==> src/rtl/bm_sincos_ctrl_if.sv <==
// ---------------------------------------------------------------------------
// bm_sincos_ctrl_if
//   Bundles every non-clock signal of the Box-Muller sin/cos sequencer:
//   the u1 input stream, the datapath hookup, the reconstructed output
//   stream and the status outputs.
//
//   slave  : controller side (bm_sincos_ctrl)
//   master : environment side (source, datapath, sink)
//
//   flush       synchronous discard of in-flight tags and FIFO contents
//   in_*        u1 sample stream, valid/ready
//   dp_u1       u1 towards the datapath (quadrant bits forced to 00)
//   dp_g0/g1    quadrant-0 results returning from the datapath
//   out_*       reconstructed (g0, g1) stream, valid/ready
//   busy        any sample in flight or buffered
//   sample_cnt  pairs delivered since reset/flush
// ---------------------------------------------------------------------------
interface bm_sincos_ctrl_if #(
    parameter int CNT_W = 32
);
    logic             flush;
    logic             in_valid;
    logic             in_ready;
    logic [15:0]      in_u1;
    logic [15:0]      dp_u1;
    logic [15:0]      dp_g0;
    logic [15:0]      dp_g1;
    logic             out_valid;
    logic             out_ready;
    logic [15:0]      out_g0;
    logic [15:0]      out_g1;
    logic             busy;
    logic [CNT_W-1:0] sample_cnt;

    modport slave (
        input  flush, in_valid, in_u1, dp_g0, dp_g1, out_ready,
        output in_ready, dp_u1, out_valid, out_g0, out_g1, busy, sample_cnt
    );

    modport master (
        output flush, in_valid, in_u1, dp_g0, dp_g1, out_ready,
        input  in_ready, dp_u1, out_valid, out_g0, out_g1, busy, sample_cnt
    );
endinterface

==> src/rtl/bm_sincos_ctrl.sv <==
// ---------------------------------------------------------------------------
// bm_sincos_ctrl
//   Streaming sequencer for the Box-Muller sin/cos datapath. Accepts u1
//   samples, sends only the angle fraction into the fixed-latency datapath,
//   carries each sample's quadrant alongside it in a tag pipe, rebuilds the
//   full-circle (g0, g1) pair on return and buffers it in an output FIFO.
//   Input acceptance is credit-limited so a returning result always has a
//   FIFO slot, whatever the downstream backpressure.
//
//   Ports:
//     clk      rising-edge clock
//     reset_n  asynchronous active-low reset
//     bus      bm_sincos_ctrl_if.slave (see interface header)
//
//   Parameters:
//     DP_LATENCY  datapath latency in cycles from dp_u1 update (>=1)
//     FIFO_DEPTH  output FIFO entries (power of two, >=1)
//     CNT_W       width of the delivered-pair counter
// ---------------------------------------------------------------------------
module bm_sincos_ctrl #(
    parameter int DP_LATENCY = 4,
    parameter int FIFO_DEPTH = 4,
    parameter int CNT_W      = 32
) (
    input  logic            clk,
    input  logic            reset_n,
    bm_sincos_ctrl_if.slave bus
);

    localparam int AW = (FIFO_DEPTH > 1) ? $clog2(FIFO_DEPTH) : 1;
    localparam int CW = $clog2(FIFO_DEPTH + 1);
    localparam int UW = 16;    // width of the credit arithmetic

    typedef struct packed {
        logic [15:0] g0;
        logic [15:0] g1;
    } pair_t;

    // vld_pipe[0] is loaded with the issue strobe at the issue edge; the
    // datapath result for that sample is on dp_g0/dp_g1 while the tag sits
    // in vld_pipe[DP_LATENCY], and it enters the FIFO on the following edge.
    logic [DP_LATENCY:0]      vld_pipe;
    logic [DP_LATENCY:0][1:0] quad_pipe;

    logic                     run;       // low during and just after reset
    logic [15:0]              dp_u1_q;
    logic [AW-1:0]            wr_ptr;
    logic [AW-1:0]            rd_ptr;
    logic [CW-1:0]            fifo_cnt;
    logic [CNT_W-1:0]         cnt_q;
    pair_t                    mem [FIFO_DEPTH];
    pair_t                    head;

    logic [UW-1:0]            inflight;
    logic                     issue;
    logic                     capture;
    logic                     push;
    logic                     pop;

    logic [1:0]               cap_q;
    logic                     swap;
    logic [15:0]              sel0;
    logic [15:0]              sel1;
    pair_t                    rec;

    function automatic logic [15:0] neg_sat(input logic [15:0] x);
        // the only unrepresentable negation is -(-32768)
        return (x == 16'h8000) ? 16'h7fff : (~x + 16'd1);
    endfunction

    function automatic logic [AW-1:0] ptr_inc(input logic [AW-1:0] p);
        return (p == AW'(FIFO_DEPTH - 1)) ? '0 : p + AW'(1);
    endfunction

    // ---------------- credit / handshake ----------------
    always_comb begin
        inflight = '0;
        for (int i = 0; i <= DP_LATENCY; i++)
            inflight = inflight + UW'(vld_pipe[i]);
    end

    // Every tag in flight already owns a FIFO slot, so acceptance only
    // needs the sum of in-flight and buffered samples to be below depth.
    assign bus.in_ready  = run & ~bus.flush &
                           ((inflight + UW'(fifo_cnt)) < UW'(FIFO_DEPTH));
    assign issue         = bus.in_valid & bus.in_ready;
    assign capture       = vld_pipe[DP_LATENCY];
    assign push          = capture & ~bus.flush;
    assign bus.out_valid = (fifo_cnt != '0);
    assign pop           = bus.out_valid & bus.out_ready & ~bus.flush;

    // ---------------- range reconstruction ----------------
    // a = dp_g1, b = dp_g0. Quadrant 0 passes (b, a) straight; every other
    // quadrant presents (a, b) with sign flips: g0 negated in q2/q3,
    // g1 negated in q1/q2.
    always_comb begin
        cap_q  = quad_pipe[DP_LATENCY];
        swap   = (cap_q != 2'd0);
        sel0   = swap ? bus.dp_g1 : bus.dp_g0;
        sel1   = swap ? bus.dp_g0 : bus.dp_g1;
        rec.g0 = cap_q[1] ? neg_sat(sel0) : sel0;
        rec.g1 = (cap_q[1] ^ cap_q[0]) ? neg_sat(sel1) : sel1;
    end

    // ---------------- control state ----------------
    always_ff @(posedge clk or negedge reset_n) begin
        if (!reset_n) begin
            run       <= 1'b0;
            vld_pipe  <= '0;
            quad_pipe <= '0;
            dp_u1_q   <= '0;
            wr_ptr    <= '0;
            rd_ptr    <= '0;
            fifo_cnt  <= '0;
            cnt_q     <= '0;
        end else begin
            run       <= 1'b1;
            // quadrant stays with the controller; the datapath only ever
            // sees quadrant 0
            if (issue)
                dp_u1_q <= {2'b00, bus.in_u1[13:0]};
            quad_pipe <= {quad_pipe[DP_LATENCY-1:0], bus.in_u1[15:14]};

            if (bus.flush) begin
                vld_pipe <= '0;
                wr_ptr   <= '0;
                rd_ptr   <= '0;
                fifo_cnt <= '0;
                cnt_q    <= '0;
            end else begin
                vld_pipe <= {vld_pipe[DP_LATENCY-1:0], issue};
                if (push)
                    wr_ptr <= ptr_inc(wr_ptr);
                if (pop)
                    rd_ptr <= ptr_inc(rd_ptr);
                case ({push, pop})
                    2'b10:   fifo_cnt <= fifo_cnt + CW'(1);
                    2'b01:   fifo_cnt <= fifo_cnt - CW'(1);
                    default: fifo_cnt <= fifo_cnt;
                endcase
                if (pop)
                    cnt_q <= cnt_q + CNT_W'(1);
            end
        end
    end

    // FIFO storage carries no reset; an entry is only visible once counted
    always_ff @(posedge clk) begin
        if (push)
            mem[wr_ptr] <= rec;
    end

    assign head           = mem[rd_ptr];
    assign bus.out_g0     = bus.out_valid ? head.g0 : 16'h0000;
    assign bus.out_g1     = bus.out_valid ? head.g1 : 16'h0000;
    assign bus.dp_u1      = dp_u1_q;
    assign bus.sample_cnt = cnt_q;
    assign bus.busy       = (inflight != '0) | (fifo_cnt != '0);

endmodule

==> src/flat_wrapper.sv <==
// flat-port wrapper written by rule: the top's interface ports become plain ports
module bm_sincos_ctrl_flat 
#(
    parameter int DP_LATENCY = 4,
    parameter int FIFO_DEPTH = 4,
    parameter int CNT_W      = 32
)
  (clk, reset_n, bus_flush, bus_in_valid, bus_in_u1, bus_dp_g0, bus_dp_g1, bus_out_ready, bus_in_ready, bus_dp_u1, bus_out_valid, bus_out_g0, bus_out_g1, bus_busy, bus_sample_cnt);
  bm_sincos_ctrl_if #(.CNT_W(CNT_W)) bus_i ();
  input  logic clk;
  input  logic reset_n;
  input wire logic [$bits(bus_i.flush)-1:0] bus_flush;
  input wire logic [$bits(bus_i.in_valid)-1:0] bus_in_valid;
  input wire logic [$bits(bus_i.in_u1)-1:0] bus_in_u1;
  input wire logic [$bits(bus_i.dp_g0)-1:0] bus_dp_g0;
  input wire logic [$bits(bus_i.dp_g1)-1:0] bus_dp_g1;
  input wire logic [$bits(bus_i.out_ready)-1:0] bus_out_ready;
  output wire logic [$bits(bus_i.in_ready)-1:0] bus_in_ready;
  output wire logic [$bits(bus_i.dp_u1)-1:0] bus_dp_u1;
  output wire logic [$bits(bus_i.out_valid)-1:0] bus_out_valid;
  output wire logic [$bits(bus_i.out_g0)-1:0] bus_out_g0;
  output wire logic [$bits(bus_i.out_g1)-1:0] bus_out_g1;
  output wire logic [$bits(bus_i.busy)-1:0] bus_busy;
  output wire logic [$bits(bus_i.sample_cnt)-1:0] bus_sample_cnt;
  assign bus_i.flush = bus_flush;
  assign bus_i.in_valid = bus_in_valid;
  assign bus_i.in_u1 = bus_in_u1;
  assign bus_i.dp_g0 = bus_dp_g0;
  assign bus_i.dp_g1 = bus_dp_g1;
  assign bus_i.out_ready = bus_out_ready;
  assign bus_in_ready = bus_i.in_ready;
  assign bus_dp_u1 = bus_i.dp_u1;
  assign bus_out_valid = bus_i.out_valid;
  assign bus_out_g0 = bus_i.out_g0;
  assign bus_out_g1 = bus_i.out_g1;
  assign bus_busy = bus_i.busy;
  assign bus_sample_cnt = bus_i.sample_cnt;
  bm_sincos_ctrl #(.DP_LATENCY(DP_LATENCY), .FIFO_DEPTH(FIFO_DEPTH), .CNT_W(CNT_W)) u_core (.clk(clk), .reset_n(reset_n), .bus(bus_i));
endmodule
==> config.mk <==
export PLATFORM = sky130hd
export DESIGN_NAME = bm_sincos_ctrl_flat
export DESIGN_NICKNAME = d
export VERILOG_FILES = /design/src/rtl/bm_sincos_ctrl_if.sv /design/src/rtl/bm_sincos_ctrl.sv /design/src/flat_wrapper.sv
export SDC_FILE = /design/constraint.sdc
export NUM_CORES = 1
export LEC_CHECK = 0
export ABC_AREA = 1
export BUFFER_PORTS_ARGS = -buffer_cell sky130_fd_sc_hd__buf_2
export CORE_AREA = 2 2 174 176
export CTS_BUF_LIST = sky130_fd_sc_hd__clkbuf_8 sky130_fd_sc_hd__clkbuf_16
export DETAILED_ROUTE_END_ITERATION = 10
export DIE_AREA = 0 0 176 178
export SETUP_SLACK_MARGIN = 0.3
export SYNTH_ARGS = -nofsm -noshare
export SYNTH_HDL_FRONTEND = slang
export SYNTH_SLANG_ARGS = --single-unit
==> constraint.sdc <==
create_clock -name clk -period 3.8 [get_ports clk]
set_clock_uncertainty 0.05 [all_clocks]
set_input_delay 0.57 -clock clk [delete_from_list [all_inputs] [get_ports clk]]
set_output_delay 0.57 -clock clk [all_outputs]
set_load 0.02 [all_outputs]
Word level (Yosys, flattened, before mapping). Memories as Yosys holds them, arrays and structs flattened. Index checks and enable logic that the tools add are counted.

Register bits after elaboration: 69. Input port bits: 53. Memories: 1. Output and inout bits: 83. Memory bits (writable): 128. Logic and storage cells: 70.

Memory list: u_core.mem (words 4, bits a word 32, rd ports 1, clocked after memory_dff 0, write ports 1, RTL line bm_sincos_ctrl.sv:51) `pair_t mem [FIFO_DEPTH];`.

Bitwise gates (word level): 11. Add/subtract/negate cells: 12. Magnitude comparators: 1. Eq/ne operators: 6. Reduce and logical (&&, ||, !) cells: 6. Mux-type cells: 21.

Operators by type and width (number): two-way mux 16 bit (8); two-way mux 32 bit (2); adder 16 x 1 -> 16 bit (3); adder 16 x 1 -> 16 bit, second input constant (2); adder 32 x 1 -> 32 bit, second input constant (1); == test 16 bit, second input constant (2); inverter 16 bit (2); adder 16 x 3 -> 16 bit (1); less-than comparator 16 x 3 -> 1 bit, second input constant (1); nonzero test 16 bit (1); two-way mux 2 bit (6); bitwise AND 1 bit (6); == test 2 bit, second input constant (3); one-hot mux 3 bit (2 select lines) (1); nonzero test 2 bit (3); nonzero test 3 bit (2); two-way mux 5 bit (1); adder 2 x 1 -> 2 bit, second input constant (2); adder 3 x 1 -> 3 bit, second input constant (1); two-way mux 3 bit (1); subtractor 3 x 1 -> 3 bit, second input constant (1); adder 1 x 1 -> 2 bit (1); == test 2 x 1 -> 1 bit, second input constant (1); two-way mux 1 bit (2); 3 further kinds (3).

Logic depth before layout (Yosys ltp). Gate-level depths: netlist of run 1.

Word-level depth: 9. Depth in mapped cells: 16. Depth with buffers taken out: 14.

Worst setup path before layout of run 1. No wires, ideal clock.

Path kind: reg2reg. From: register u_core.vld_pipe[0]. To: register u_core.dp_u1_q[0], in the netlist u_core.bus.dp_u1[0]. Buffers on the path: 1. Period minus slack after synthesis: 3.779 ns. Library setup time: 0.066 ns. Arrival: 3.663 ns. Slack: 0.021 ns. Stages on the path, launching flop included: 16. Cell sequence: dfrtp_1 > ha_1 > inv_1 > fa_1 > inv_1 > ha_1 > fa_1 > ha_1 > nand3_1 > nand3b_1 > nor4_1 > nand2_1 > inv_1 > buf_2 > nand2_1 > nand2_1.

Longest elaborated chain between the ends: 8.

RTL lines: start, declared (RTL line bm_sincos_ctrl.sv:42) `logic [DP_LATENCY:0] vld_pipe;`; start signal, assigned (RTL line bm_sincos_ctrl.sv:131) `vld_pipe <= {vld_pipe[DP_LATENCY-1:0], issue};`; adder 1 x 1 -> 2 bit (RTL line bm_sincos_ctrl.sv:79) `inflight = inflight + UW'(vld_pipe[i]);`; adder 16 x 1 -> 16 bit (3 in a row) (RTL line bm_sincos_ctrl.sv:79); adder 16 x 3 -> 16 bit (RTL line bm_sincos_ctrl.sv:85) `((inflight + UW'(fifo_cnt)) < UW'(FIFO_DEPTH));`; less-than comparator 16 x 3 -> 1 bit (RTL line bm_sincos_ctrl.sv:85); bitwise AND 1 bit (RTL line bm_sincos_ctrl.sv:84) `assign bus.in_ready = run & ~bus.flush &`; via bus_in_ready (RTL line flat_wrapper.sv:18) `output wire logic [$bits(bus_i.in_ready)-1:0] bus_in_ready;`; bitwise AND 1 bit (RTL line bm_sincos_ctrl.sv:86) `assign issue = bus.in_valid & bus.in_ready;`; end signal, assigned (RTL line bm_sincos_ctrl.sv:121) `dp_u1_q <= {2'b00, bus.in_u1[13:0]};`; end, declared (RTL line bm_sincos_ctrl.sv:46) `logic [15:0] dp_u1_q;`.

The timed path passes the listed nets, and every way through them passes these cells. A chain may end at the register's enable or synchronous reset.

Worst setup path in the final report of run 1.
From: register u_core.vld_pipe[0]. To: output bus_in_ready.

Longest elaborated chain between the ends: 7.

RTL lines (RTL line): adder 1 x 1 -> 2 bit (bm_sincos_ctrl.sv:79); adder 16 x 1 -> 16 bit (3 in a row) (bm_sincos_ctrl.sv:79); adder 16 x 3 -> 16 bit (bm_sincos_ctrl.sv:85); less-than comparator 16 x 3 -> 1 bit (bm_sincos_ctrl.sv:85); bitwise AND 1 bit (bm_sincos_ctrl.sv:84); end, declared (flat_wrapper.sv:18).

Every way passes these cells.

==> results_dict.tcl, run 1 <==
set metrics [dict create \
    status "complete, but fails checks" \
    failed_checks "setup timing" \
    drt_wl_total_um 26000 \
    dp_hpwl_um 18100 \
    cells_along_the_critical_path "ha_1, inv_2, fa_1, inv_1, ha_2, fa_1, ha_1, nand3_1, nand3b_1, nor4_4, buf_4" \
    final-max-slew-violation-count 0 \
    path_max_fanout 2 \
    power_leakage_nw 5.16 \
    worst_setup_hold_path_clk_slew_ps 70 \
    grt_overflow 0 \
    final_cells 1735 \
    timing.critical_path.slowest_cell_delay_ps 480 \
    setup_slack_ps -24.3 \
    post-place-cells 1699 \
    synth-xor-area-share_pct 0.258 \
    post_synth_simple_gate_area_pct 27.6 \
    required_ps 3180 \
    clk-insertion-delay-late_ps 430 \
    setup_tns_ps -24.3 \
    grt_first_pass_wirelength_um 41100 \
    initial_utilization_pct 34.7 \
    rows 63 \
    multi_input_comb_area_um2 4000 \
    syn_to_final_growth_pct 16.4 \
    postSynth.asyncResetShare_pct 35.0 \
    postRouteAntennaNets 0 \
    cts_tree "built" \
    avgRoutedWirePerCell_um 15.0 \
    synth-edff-count 128 \
    netlist_area_um2 10200 \
    drive_above_1_share_pct 16.5 \
    viasPerCell 4.83 \
    netlist_instances 1208 \
    postSynthRegisterBits 197 \
    timing.final.crit_period_ps 3820 \
    core_area_um2 29400 \
    maxCapViolCount 0 \
    final.fill_count 2950 \
    worst_hold_slack_ps 186 \
    cts_sinks 197 \
    clk_path_buf_depth 2 \
    total_power_mw 6.18 \
    yosys.area.top_type_share_pct 37.7 \
    ir_drop_mv 0.350 \
    fp.dieArea_um2 31300 \
    io_buffers 133 \
    synth_area_leaders "edfxtp_1, dfrtp_1, nand2_1" \
    period_share_pct 101 \
    critical_path.slowest_cell "fa_1" \
    antenna_violations_before_repair 3 \
    postSynth.topFlopCell "edfxtp_1" \
    netlist.top_cell.by_area "edfxtp_1" \
    gp_routability_congestion 0.902 \
    die-height_um 178 \
    io-pin-count 136 \
    worstSetupPathType "reg2out" \
    critical_path_arrival_ps 3200 \
    preCtsSetupSlack_ps 423 \
    power_density_nw_per_um2 521 \
    route.detailed.drc 0 \
    combinational_family_with_the_most_area_after_synthesis "simple AND/OR/NAND/NOR gates" \
    post_synth_mux_area_share_pct 0 \
    max_clock_freq_mhz 261 \
    postSynthAreaPerCell_um2 8.44 \
    worstSetupEndpointType "output port" \
    rrSetupSlack_ps 580 \
    grt_pass1_vias 7619 \
    synth_commonest_cells "nand2_1, nor2_1, edfxtp_1" \
    yosys_warnings 0 \
    die_width_um 176 \
    cts_bufs_inserted 17 \
    yosysMostFrequentCell "nand2_1" \
    worstMarginPinSlew_ps 893 \
    post_synth_fa_ha_maj_area_fraction_pct 2.18 \
    globalRouteTotalUtil_pct 17.0 \
    synth_area_in_compound_gates_pct 8.62 \
    drt_first_iter_violations 597 \
    htree_num_levels 4 \
    drt_pre_antenna_iters 5 \
    timing.final.setup_violations 1 \
    clock-root-buffer "clkbuf_16" \
    synth_seq_area_share_pct 54.6 \
    area_taken_by_flip_flops_and_latches_um2 5570 \
    number_of_distinct_library_cells_after_synthesis 42 \
    nNetsFinal 1399 \
    rsz_0062_raised_after_global_routing "true" \
    cts_hold_buf 0 \
    total_via_count_in_the_routed_design 8382 \
    timing.hold.worst.class "in2async" \
    slew-limit-headroom_pct 40.5 \
    pin_count_of_the_biggest_net_entering_global_routing 70 \
    worst_setup_path_start_kind "flip-flop" \
    report.final.hold_viol_count 0 \
]
stage by stage:
step / util, % / instance area, um^2
after CTS: 40.2 / 11800
after floorplan: - / 10200
after global routing: 40.4 / 11900
after global placement: 38.1 / 11200
after detailed placement: 38.1 / 11200
final: 40.4 / 11900
critical path: cells and delay by family, from the launching register on:
family,cells,cell delay [ps]
adders and majority gates,5,1690
buffers and inverters,3,280
DFF,1,390
and+or+nand+nor,3,410
path summary, 6_finish.rpt:
kind | from | end | cells after the start
min | reset_n | u_core.bus.sample_cnt[17] | 1
max | u_core.vld_pipe[0] | bus_in_ready | 11
max reg2reg | u_core.vld_pipe[0] | u_core.bus.dp_u1[0] | 14
min in group clk | bus_in_u1[14] | u_core.quad_pipe[0] | 1
max in group asynchronous | reset_n | u_core.rd_ptr[0] | 1
min reg2reg | u_core.quad_pipe[7] | u_core.cap_q[1] | 0
flip-flops by register name, summed over array words and instances (netlist names):
| register | flops |
|---|---|
| u_core.fifo_cnt | 3 |
| u_core.bus.sample_cnt | 32 |
| u_core.wr_ptr | 2 |
| u_core.bus.dp_u1 | 14 |
| u_core.vld_pipe | 5 |
| u_core.mem | 128 |
| u_core.cap_q | 2 |
| u_core.rd_ptr | 2 |
| u_core.quad_pipe | 8 |
| u_core.run | 1 |
layout make-up:
class                      count  share of cell area [%]
timing repair buffer         150                    6.81
multi-input combinational    860                    33.7
clock buffer                  17                    3.58
antenna                        2                  0.0422
tap                          390                    4.11
sequential                   197                    46.9
inverter                     104                    3.38
clock inverter                15                    1.48
where the power goes:
group	switching, mW	internal [mW]
registers	0.0608	2.41
logic	1.33	0.541
clock network	0.796	1.04
timing repair:
action | CTS | global route
setup endpoints to repair | 2 | 64
setup buffers | 0 | 2
pin swaps | 0 | 1
gates resized for setup | 1 | 11
kinds of logic after synthesis:
group,Yosys count
AOI/OAI and AO/OA,171
xor gates and xnor gates,3
adders and majority gates,16
buffers and inverters,152
DFF,197
other,2
and+or+nand+nor,667
layer usage:
metal,share of wire [%],track usage (%),vias to the layer above
met1,46,23.5,3923
met3,5.2,2.96,19
met5,0.050,0,-
met2,47,27.5,233
met4,1.3,4.75,2
li1,-,-,4205
layout by cell type, fill, tap and decap left out, types with 3 or more instances in the layout:
cell | synthesis | final
nand2_1 | 313 | 313
nor2_1 | 218 | 214
buf_2 | 2 | 130
edfxtp_1 | 128 | 128
o21ai_0 | 108 | 108
inv_1 | 102 | 102
nand3_1 | 68 | 68
dfrtp_1 | 69 | 68
a21oi_1 | 47 | 47
nand4_1 | 18 | 18
buf_4 | 4 | 18
clkbuf_16 | 0 | 17
ha_1 | 13 | 11
nand2_2 | 10 | 10
nor3_1 | 11 | 10
nand3_2 | 9 | 9
o21ai_1 | 7 | 7
nor2_2 | 3 | 7
or2_2 | 3 | 4
nand3b_1 | 4 | 4
inv_8 | 1 | 3
clkinv_1 | 1 | 3
fa_1 | 3 | 3
conb_1 | 2 | 3
bufinv_16 | 0 | 3
inv_6 | 0 | 3
Note: power is estimated with default switching activity, not from simulation.
==> inputs of run 2 (changes only) <==
CORE_AREA = 2 2 163 165   (was 2 2 174 176)
DIE_AREA = 0 0 165 167   (was 0 0 176 178)
==> run 2 against run 1 <==
- the run now ends clean
- total power down 0.85%
- critical path depth unchanged
- utilization rose by 5.5 points
- global-route usage increased by 2.9 points
- via count fell by 0.30%
- count of clock-buffer cells in the layout stayed put
- sequential power about the same
- sequential cell count unchanged
- largest cell class unchanged
- largest power group unchanged
==> results_dict.tcl, run 2 (synthesis gave the netlist of run 1 again) <==
set metrics [dict create \
    cells_along_the_critical_path "ha_1, inv_2, fa_1, inv_1, ha_2, fa_1, ha_1, nand3_1, nand3b_1, nor4_4, buf_4" \
    max_clock_freq_mhz 265 \
    largest_register_ffs 128 \
    required_ps 3180 \
    timing.critical_path.slowest_cell_delay_ps 470 \
    fp.dieArea_um2 27600 \
    path_max_fanout 2 \
    setup_slack_ps 28.3 \
    antenna_violations_before_repair 5 \
    critical_path_depth 11 \
    viasPerCell 4.97 \
    clock-root-buffer "clkbuf_16" \
    total_via_count_in_the_routed_design 8357 \
    power_leakage_nw 5.17 \
    cts_sinks 197 \
    htree_num_levels 4 \
    core_area_um2 25800 \
    postRouteAntennaNets 0 \
    drt_wl_total_um 26200 \
    cts_hold_buf 0 \
    postLayoutCoreUtil_pct 45.8 \
    io_buffers 133 \
    grt_pass1_vias 7967 \
    placed_cell_area_um2 11200 \
    cts_bufs_inserted 17 \
    drive_above_1_share_pct 16.7 \
    die-height_um 167 \
    timing.hold.worst.class "in2async" \
    worstSetupEndpointType "output port" \
    status "finished clean" \
    cts_tree "built" \
    report.final.hold_viol_count 0 \
    finalInstanceArea_um2 11800 \
    worst_hold_slack_ps 52.4 \
    avgRoutedWirePerCell_um 15.6 \
    worst_setup_path_start_kind "flip-flop" \
    pin_count_of_the_biggest_net_entering_global_routing 67 \
    critical_path_buf_inv_count 3 \
    power_density_nw_per_um2 519 \
    total_power_mw 6.13 \
    drt_first_iter_violations 537 \
    final_cells 1683 \
    critical_path.slowest_cell "fa_1" \
    syn_to_final_growth_pct 15.8 \
    dp_hpwl_um 18400 \
    die_width_um 165 \
    final_common_cell "nand2_1" \
    period_share_pct 99.3 \
    grt_first_pass_wirelength_um 42000 \
    crit_family "adder cells" \
    reg2reg_to "u_core.bus.dp_u1[8]" \
    gp_routability_congestion 0.897 \
    route.detailed.drc 0 \
    worstSetupPathType "reg2out" \
    timing.final.crit_period_ps 3770 \
    r2r.worst_path.cells 14 \
    clk-insertion-delay-late_ps 450 \
    rows 59 \
    slew-limit-headroom_pct 51.5 \
    critical_path_arrival_ps 3150 \
    rsz_0062_raised_after_global_routing "true" \
    timing.final.setup_violations 0 \
    final-max-slew-violation-count 0 \
    clk_path_buf_depth 2 \
    io-pin-count 136 \
    worst_setup_hold_path_clk_slew_ps 80 \
    globalRouteTotalUtil_pct 19.9 \
    setup_tns_ps 0 \
    initial_utilization_pct 39.6 \
    post-place-cells 1647 \
    preCtsSetupSlack_ps 426 \
    ir_drop_mv 0.264 \
    rrSetupSlack_ps 550 \
    final_cell_mix "nand2_1, nor2_1, buf_2" \
    top_register "u_core.mem" \
    grt_overflow 0 \
    worstMarginPinSlew_ps 728 \
    maxCapViolCount 0 \
    nNetsFinal 1400 \
    drt_pre_antenna_iters 5 \
    timing.rr.start "u_core.vld_pipe[0]" \
]
[run 2: cell count changes in the layout (fill, tap and decap cells not counted), sizes merged]
cell      change
buf           +1
clkinv        +1
inv           +3
diode         +2
clkinvlp      -1
bufinv        -3
[run 2: final cells by class]
| type | count | area [um^2] |
|---|---|---|
| Antenna cell | 4 | 10.0 |
| Clock buffer | 17 | 425 |
| Clock inverter | 15 | 175 |
| Fill cell | 2468 | 14000 |
| Inverter | 104 | 398 |
| Multi-Input combinational cell | 860 | 4000 |
| Sequential cell | 197 | 5570 |
| Tap cell | 335 | 419 |
| Timing Repair Buffer | 151 | 816 |
[run 2: timing repair]
action	in CTS	in global routing
resized for setup	1	4
buffers inserted	0	0
setup endpoints to repair	2	59
pin swaps	0	0
[run 2: worst max-delay path by stage]
stage                          endpoint                from  slack (ps)
global placement           bus_in_ready  u_core.vld_pipe[0]         450
finish                     bus_in_ready  u_core.vld_pipe[0]          30
CTS                        bus_in_ready  u_core.vld_pipe[0]         -30
floorplan           u_core.bus.dp_u1[0]  u_core.vld_pipe[0]         330
detailed placement    u_core.mem[3][10]     u_core.cap_q[1]         430
global route               bus_in_ready  u_core.vld_pipe[0]        -150
[run 2: per-layer routing]
layer  vias to the layer above  GRT usage [%]  share of wire (%)
li1                       4208              -                  -
met1                      3896           27.0                 46
met2                       221           31.6                 46
met3                        30           3.86                5.8
met4                         2           7.03                2.3
met5                         -              0              0.061
[run 2: where the power goes]
group          switching, mW  internal, mW  total, mW
combinational           1.32         0.533       1.85
sequential            0.0616          2.41       2.47
clock                  0.915         0.894       1.81
total                   2.29          3.84       6.13
==> inputs of run 3 (changes only) <==
PLACE_DENSITY = 0.55   (was default)
==> run 3 against run 2 <==
- global-route usage grew 0.62 points
- register-to-register slack improved by 20 ps
- count of clock-buffer cells in the layout stayed put
- final cell count decreased by 0.18%
- critical path depth unchanged
- non-clock buffer count is 2 lower
- sequential share of layout area decreased by 0.070 points
- largest power group unchanged
- first-iteration DRC count up 13%
- sequential cell count unchanged
- sequential power about the same
- critical path type unchanged
- hold slack improved by 130 ps
- combinational power rose by 2%
==> results_dict.tcl, run 3 (synthesis gave the netlist of run 1 again) <==
set metrics [dict create \
    status "finished clean" \
    clk_path_buf_depth 2 \
    drive_above_1_share_pct 16.5 \
    critical_path_buf_inv_count 3 \
    area_taken_by_flip_flops_and_latches_um2 5570 \
    required_ps 3180 \
    drt_first_iter_violations 607 \
    r2r.worst_path.cells 14 \
    clock-root-buffer "clkbuf_16" \
    period_share_pct 98.6 \
    htree_num_levels 4 \
    antenna_violations_before_repair 4 \
    nNetsFinal 1398 \
    grt_first_pass_wirelength_um 43400 \
    cts_tree "built" \
    critical_path_arrival_ps 3130 \
    worst_setup_path_start_kind "flip-flop" \
    final.fill_count 2518 \
    max_clock_freq_mhz 267 \
    grt_overflow 0 \
    multi_input_comb_area_um2 4020 \
    critical_path.slowest_cell "fa_1" \
    power_density_nw_per_um2 520 \
    crit_family "adder cells" \
    timing.critical_path.mode_cell "fa_1" \
    syn_to_final_growth_pct 16.0 \
    final_common_cell "nand2_1" \
    core_area_um2 25800 \
    postRouteAntennaNets 0 \
    top_register "u_core.mem" \
    timing.final.setup_violations 0 \
    total_power_mw 6.16 \
    report.final.hold_viol_count 0 \
    buffers_inserted_by_post_cts_timing_repair 0 \
    largest_register_ffs 128 \
    cts_bufs_inserted 17 \
    cells_along_the_critical_path "ha_4, inv_2, fa_1, inv_1, ha_2, fa_1, ha_1, nand3_2, nand3b_1, nor4_4, buf_4" \
    initial_utilization_pct 39.6 \
    rsz_0062_raised_after_global_routing "true" \
    cts_sinks 197 \
    drt_pre_antenna_iters 5 \
    power_leakage_nw 5.15 \
    avgRoutedWirePerCell_um 16.2 \
    setup_slack_ps 53.0 \
    io-pin-count 136 \
    globalRouteTotalUtil_pct 20.5 \
    timing.critical_path.slowest_cell_delay_ps 470 \
    reg2reg_to "u_core.bus.dp_u1[4]" \
    fp.dieArea_um2 27600 \
    ir_drop_mv 0.292 \
    preCtsSetupSlack_ps 455 \
    rrSetupSlack_ps 570 \
    io_buffers 133 \
    timing.rr.start "u_core.vld_pipe[0]" \
    grt_pass1_vias 8087 \
    route.detailed.drc 0 \
    dp_hpwl_um 18900 \
    timing.hold.worst.class "in2async" \
    final-max-slew-violation-count 0 \
    die_width_um 165 \
    die-height_um 167 \
    total_via_count_in_the_routed_design 8408 \
    final_cell_mix "nand2_1, nor2_1, buf_2" \
    gp_routability_congestion 0.876 \
    slew-limit-headroom_pct 38.1 \
    worstSetupPathType "reg2out" \
    worstMarginPinSlew_ps 928 \
    maxCapViolCount 0 \
    timing.final.crit_period_ps 3750 \
    worstSetupEndpointType "output port" \
    viasPerCell 5.00 \
    pin_count_of_the_biggest_net_entering_global_routing 70 \
    path_max_fanout 2 \
    worst_setup_hold_path_clk_slew_ps 80 \
    rows 59 \
    clk-insertion-delay-late_ps 440 \
    drt_wl_total_um 27200 \
]
==> run 3: through the flow <==
step                      hold WS [ps]  util (%)  cells  area [um^2]  setup TNS (ps)
after global placement             283      43.5   1645        11200               0
after CTS                          173      45.8   1677        11800           -17.9
after detailed placement           286      43.5   1645        11200               0
final                              182      45.9   1680        11800               0
after global routing               175      45.9   1678        11800           -85.1
after floorplan                    224         -   1209        10200               0
==> run 3: how the worst max path moves through the flow <==
stage | from | endpoint | slack [ps] | cells after the start
CTS | u_core.vld_pipe[0] | bus_in_ready | -20 | 11
floorplan | u_core.vld_pipe[0] | u_core.bus.dp_u1[0] | 330 | 15
finish | u_core.vld_pipe[0] | bus_in_ready | 50 | 11
detailed placement | u_core.cap_q[1] | u_core.mem[3][10] | 450 | 11
global placement | u_core.vld_pipe[0] | bus_in_ready | 470 | 11
global route | u_core.vld_pipe[1] | bus_in_ready | -90 | 11
==> run 3: area by class of cell <==
| cell class | instances | area share (%) |
|---|---|---|
| inverters | 104 | 3.36 |
| clock buffers | 17 | 3.60 |
| multi-input cells | 860 | 34.0 |
| clock inverters | 15 | 1.31 |
| flip-flops and latches | 197 | 47.1 |
| repair buffers | 149 | 7.00 |
| well taps | 335 | 3.54 |
| diodes | 3 | 0.0635 |
==> run 3: power breakdown <==
group / internal, mW / leakage, nW / switching, mW
sequential: 2.41 / 2.06 / 0.0616
clock: 0.975 / 0.276 / 0.823
combinational: 0.549 / 2.81 / 1.34
total: 3.93 / 5.15 / 2.22
==> run 3: metal layers <==
layer	global-route usage [%]	vias to the layer above	wire (um)
li1	-	4203	-
met1	29.2	3962	12800
met2	32.1	215	12400
met3	3.89	26	1530
met4	5.29	2	331
met5	0	-	13
==> run 3: repair_timing <==
| action | CTS | global route |
|---|---|---|
| resized for setup | 1 | 6 |
| setup endpoints to repair | 1 | 62 |
| hold buffers | 0 | 0 |
